--- config.mk ---
export PLATFORM = sky130hd
export DESIGN_NAME = adder_receiver
export DESIGN_NICKNAME = d
export VERILOG_FILES = /design/src/rtl/adder_receiver.sv
export SDC_FILE = /design/constraint.sdc
export NUM_CORES = 2
export LEC_CHECK = 0
export CAP_MARGIN = 20
export CORE_MARGIN = 8
export CORE_UTILIZATION = 37
export CTS_CLUSTER_SIZE = 8
export DETAILED_ROUTE_END_ITERATION = 8
export GPL_TIMING_DRIVEN = 0
export PLACE_DENSITY = 0.64
export RECOVER_POWER = 100
export REMOVE_ABC_BUFFERS = 1
export SYNTH_ARGS = -nofsm -noshare
export SYNTH_HDL_FRONTEND = slang
export SYNTH_SLANG_ARGS = --single-unit
--- constraint.sdc ---
create_clock -name clk -period 13.6 [get_ports clk]
set_input_delay 2.72 -clock clk [delete_from_list [all_inputs] [get_ports clk]]
set_output_delay 2.72 -clock clk [all_outputs]
set_load 0.01 [all_outputs]
--- src/rtl/adder_receiver.sv ---
// adder_receiver: responder end of the client-to-adder AXI-Stream link.
// Incoming beats are buffered in a FIFO. An accumulate/respond FSM pops one
// entry per cycle and sums the operands of each transaction, up to and
// including its tlast beat. The sum wraps modulo 2^DATAW. Each transaction's
// sum is presented on a valid/ready response port.
// Optional build macro: ADDER_RECEIVER_OVERFLOW_EN adds the response_overflow
// port. That port carries a sticky carry-out flag for each transaction.
module adder_receiver #(
  parameter int DATAW      = 128,
  parameter int FIFO_DEPTH = 16,
  parameter int FIFO_AW    = 4
) (
  input  logic             clk,
  input  logic             rst,
  input  logic             axis_adder_interface_tvalid,
  input  logic             axis_adder_interface_tlast,
  input  logic [DATAW-1:0] axis_adder_interface_tdata,
  output logic             axis_adder_interface_tready,
  input  logic             response_ready,
  output logic             response_valid,
  output logic [DATAW-1:0] response_data
`ifdef ADDER_RECEIVER_OVERFLOW_EN
  ,
  output logic             response_overflow
`endif
);

  localparam logic [FIFO_AW:0] DEPTH_CNT = (FIFO_AW+1)'(FIFO_DEPTH);

  typedef enum logic {ACCUM, RESP} state_t;

  // Each FIFO entry holds {last, data}.
  logic [DATAW:0]   mem [FIFO_DEPTH];
  logic [FIFO_AW-1:0] wr_ptr;
  logic [FIFO_AW-1:0] rd_ptr;
  logic [FIFO_AW:0]   count;
  state_t             state;
  logic [DATAW-1:0]   acc;

  logic               push;
  logic               pop;
  logic [DATAW-1:0]   entry_data;
  logic               entry_last;
  logic [DATAW-1:0]   sum_next;

  // Modulo 2^DATAW sum; the carry out is dropped.
  function automatic logic [DATAW-1:0] add_wrap(input logic [DATAW-1:0] a,
                                                input logic [DATAW-1:0] b);
    return a + b;
  endfunction

`ifdef ADDER_RECEIVER_OVERFLOW_EN
  logic carry_flag;
  logic carry_now;

  // Carry out of bit DATAW-1 for the same addition add_wrap performs.
  function automatic logic carry_out(input logic [DATAW-1:0] a,
                                     input logic [DATAW-1:0] b);
    logic [DATAW:0] full;
    full = {1'b0, a} + {1'b0, b};
    return full[DATAW];
  endfunction

  assign carry_now = carry_out(acc, entry_data);
`endif

  // Ready depends only on the registered occupancy, never on tvalid.
  assign axis_adder_interface_tready = (count != DEPTH_CNT);
  assign push       = axis_adder_interface_tvalid && axis_adder_interface_tready;
  assign pop        = (state == ACCUM) && (count != '0);
  assign entry_data = mem[rd_ptr][DATAW-1:0];
  assign entry_last = mem[rd_ptr][DATAW];
  assign sum_next   = add_wrap(acc, entry_data);

  // FIFO storage write; the contents need no reset because occupancy gates every read.
  always_ff @(posedge clk) begin
    if (push) begin
      mem[wr_ptr] <= {axis_adder_interface_tlast, axis_adder_interface_tdata};
    end
  end

  // FIFO pointers and occupancy. A simultaneous push and pop leaves count unchanged.
  always_ff @(posedge clk) begin
    if (rst) begin
      wr_ptr <= '0;
      rd_ptr <= '0;
      count  <= '0;
    end else begin
      if (push) wr_ptr <= wr_ptr + 1'b1;
      if (pop)  rd_ptr <= rd_ptr + 1'b1;
      case ({push, pop})
        2'b10:   count <= count + 1'b1;
        2'b01:   count <= count - 1'b1;
        default: count <= count;
      endcase
    end
  end

  // Accumulate/respond FSM. RESP holds the sum until the handshake, then returns to ACCUM.
  always_ff @(posedge clk) begin
    if (rst) begin
      state          <= ACCUM;
      acc            <= '0;
      response_valid <= 1'b0;
      response_data  <= '0;
`ifdef ADDER_RECEIVER_OVERFLOW_EN
      carry_flag        <= 1'b0;
      response_overflow <= 1'b0;
`endif
    end else begin
      case (state)
        ACCUM: begin
          if (pop) begin
            if (entry_last) begin
              response_data  <= sum_next;
              response_valid <= 1'b1;
              acc            <= '0;
              state          <= RESP;
`ifdef ADDER_RECEIVER_OVERFLOW_EN
              response_overflow <= carry_flag | carry_now;
              carry_flag        <= 1'b0;
`endif
            end else begin
              acc <= sum_next;
`ifdef ADDER_RECEIVER_OVERFLOW_EN
              carry_flag <= carry_flag | carry_now;
`endif
            end
          end
        end
        RESP: begin
          if (response_ready) begin
            response_valid <= 1'b0;
            state          <= ACCUM;
          end
        end
        default: state <= ACCUM;
      endcase
    end
  end

endmodule

==> metrics.txt <==
post-CTS resize count=0; post-DR wirelength/cell=27.27 um; total grt overflow=0; CP arrival=10.91 ns; Std-Cell Rows=187; max-slew violations=1,513; Final Non-Filler Cells=9,493; Die Y=524.8 um; most common cell after layout, fill and taps aside=edfxtp_1; Setup Viol. Count Final=0; relative slew slack=-286.5%; Final WS setup=3.170 ns; Period Utilization, post-route=76.69%; # Post-CTS Setup Buffers=0; final core occ=43.56%; DRT antenna net count=0; Filler Cells Inserted=22,200; initial antenna violation count=90; H-tree depth reported by CTS=5; port buffer count=262; CP endpoint kind=flip-flop; commonest non-fill, non-tap cells in the layout=edfxtp_1, mux4_2, nand2_1, a21oi_1, clkbuf_16; Async S/R FF share, synth=0%; f_max=95.88 MHz; Max VDD drop=0.0001666 V; setup_tns=0 ns; CTS tree=done; RePlAce Congestion=0.9482; Cell Area, Synth=95,800 sq um; WS Path Type=in -> reg; Initial Util=37.05%; Max Root-Sink Buffers=4; Worst Setup Start Kind=primary input; vias in the first global route=54,570; HPWL after detailed placement=174.7 mm; sequential-to-total area share from yosys stat=70.45%; worst-path fanout max=19; fin nets=6,177; cts hold-fix bufs=0; max cap viols=76; number of library cell types mapped by synthesis=90; pin slew with the least headroom to its limit=5.798 ns; WP data required=14.08 ns; Setup Skew=0.04602 ns; WL final=258.8 mm; predominant post-synthesis flop cell=edfxtp_1; grt met3 use=3.712%; Core Area=258,500 sq um; worst reg2reg path depth=18; Placed Cells=8,964; status=complete, but fails checks; Hold/Removal Path Class=reg -> reg; Post-Syn Area per Cell=17.78 sq um; layout cells sized above 1=17.62%; die area=275,400 sq um; Setup WS pre-CTS=5.678 ns; CTS root buffer=clkbuf_16; Total Routing Usage GR=18.22%; # IOs=263; CTS Buf Count=342; met2 Usage GRT=31.52%; Syn Inst Count=5,389; Iteration-0 DRC Markers=4,502; global-route met1 utilization=22.34%; RSZ-0062 raised after global routing=false; first-pass GRT wire length=376.1 mm; failing checks=capacitance limit, slew limit; number of flops mapped to enable cells by yosys=2,064; width of the die=524.8 um; vias=52,880; Area growth, synth to finish=17.56%; DR vias/cell=5.570; largest net degree at the start of global routing=119; endpoints failing hold=0; LEAKAGE=36.05 nW; Tmin final=10.43 ns; drt first pass iters=8; cell area power density=216.9 nW/um^2; number of warnings issued by yosys=0; Yosys reg bits=2,339; clock sink count=2,339; DRC viols=0; busiest layer in global routing=met2; Clock Pin Slew Worst Setup and Hold Paths=0.05 ns; hold path depth=2; Clock Latency Late Sink=0.93 ns
critical path, cell delays in order:
cell and delay [ns]:
dlygate4sd3_1 0.53, and2_0 0.44, nand2_1 0.21, nor2_1 1.54
clkbuf_1 1.23, clkbuf_1 1.38, clkbuf_1 1.37, clkbuf_1 1.41
layout make-up:
cell class	count	area, sq um	area share, %
multi-input cells	2686	26840	23.83
repair buffers	480	4429	3.933
clock buffers	484	9219	8.186
inverters	57	214.0	0.1900
flip-flops and latches	2339	67500	59.93
clock inverters	9	76.32	0.06777
diodes	36	90.09	0.07999
well taps	3402	4257	3.780
logic make-up after synthesis:
| family | share of synthesized area (%) |
|---|---|
| flip-flops | 70.45 |
| AO/OA/AOI/OAI | 5.968 |
| AND/OR/NAND/NOR | 4.114 |
| multiplexers | 14.98 |
| buffers and inverters | 1.465 |
| adder cells (fa/ha/maj) | 1.818 |
| XOR/XNOR | 1.207 |
final timing paths:
check / start / to / slack, ns
max: axis_adder_interface_tvalid / mem[13][97] / 3.17
min: acc[86] / acc[86] / 0.45
min reg2reg: acc[86] / acc[86] / 0.45
max reg2reg: flip-flop / response_data[81] / 3.78
power breakdown:
part           switching, W  internal, W
Clock               0.00284      0.00461
Combinational       0.00496      0.00334
Sequential         0.000333      0.00835
layer usage:
metal / wire, um / up-vias
li1: - / 22780
met3: 16650 / 464
met1: 100400 / 27840
met4: 11890 / 34
met5: 207 / -
met2: 129700 / 1768
flip-flops by register name (all words and copies together), names as in the netlist, named ones only:
| name | flops |
|---|---|
| rd_ptr | 4 |
| count | 5 |
| acc | 128 |
| response_data | 128 |
| wr_ptr | 4 |
| state | 1 |
| mem | 2064 |
| response_valid | 1 |
Yosys cell counts (11+ instances only):
cell type	number	share of area, %
o21ai_0	119	0.62
mux2i_1	22	0.23
a22o_1	55	0.50
a21o_1	79	0.62
dfxtp_1	275	5.7
nor3_1	50	0.26
o21bai_1	55	0.43
o21ai_1	19	0.099
nor4_1	14	0.091
xnor2_1	81	0.74
nand3_1	41	0.21
nor2b_1	25	0.16
nor2_1	202	0.79
buf_1	54	0.21
or3_1	12	0.078
and2_1	11	0.072
xor2_1	51	0.47
a31oi_1	17	0.11
buf_2	21	0.11
nand4_1	70	0.46
inv_1	57	0.22
clkbuf_1	229	0.90
ha_1	136	1.8
edfxtp_1	2064	65
a21oi_1	358	1.9
mux4_2	627	15
a22oi_1	48	0.38
a211oi_1	27	0.21
nand2_1	400	1.6
o21a_1	29	0.23
stage by stage:
step / total power [W] / instance area, sq um / hold WS [ns]
4_1_cts: 0.02474 / 114900 / 0.4523
3_5_place_dp: 0.01727 / 105600 / 0.4450
5_1_grt: 0.02549 / 112500 / 0.4669
3_3_place_gp: 0.01867 / 101500 / 0.4398
6_report: 0.02443 / 112600 / 0.4494
2_1_floorplan: 0.01616 / 94610 / 0.4297
Note: power is estimated with default switching activity, not from simulation.
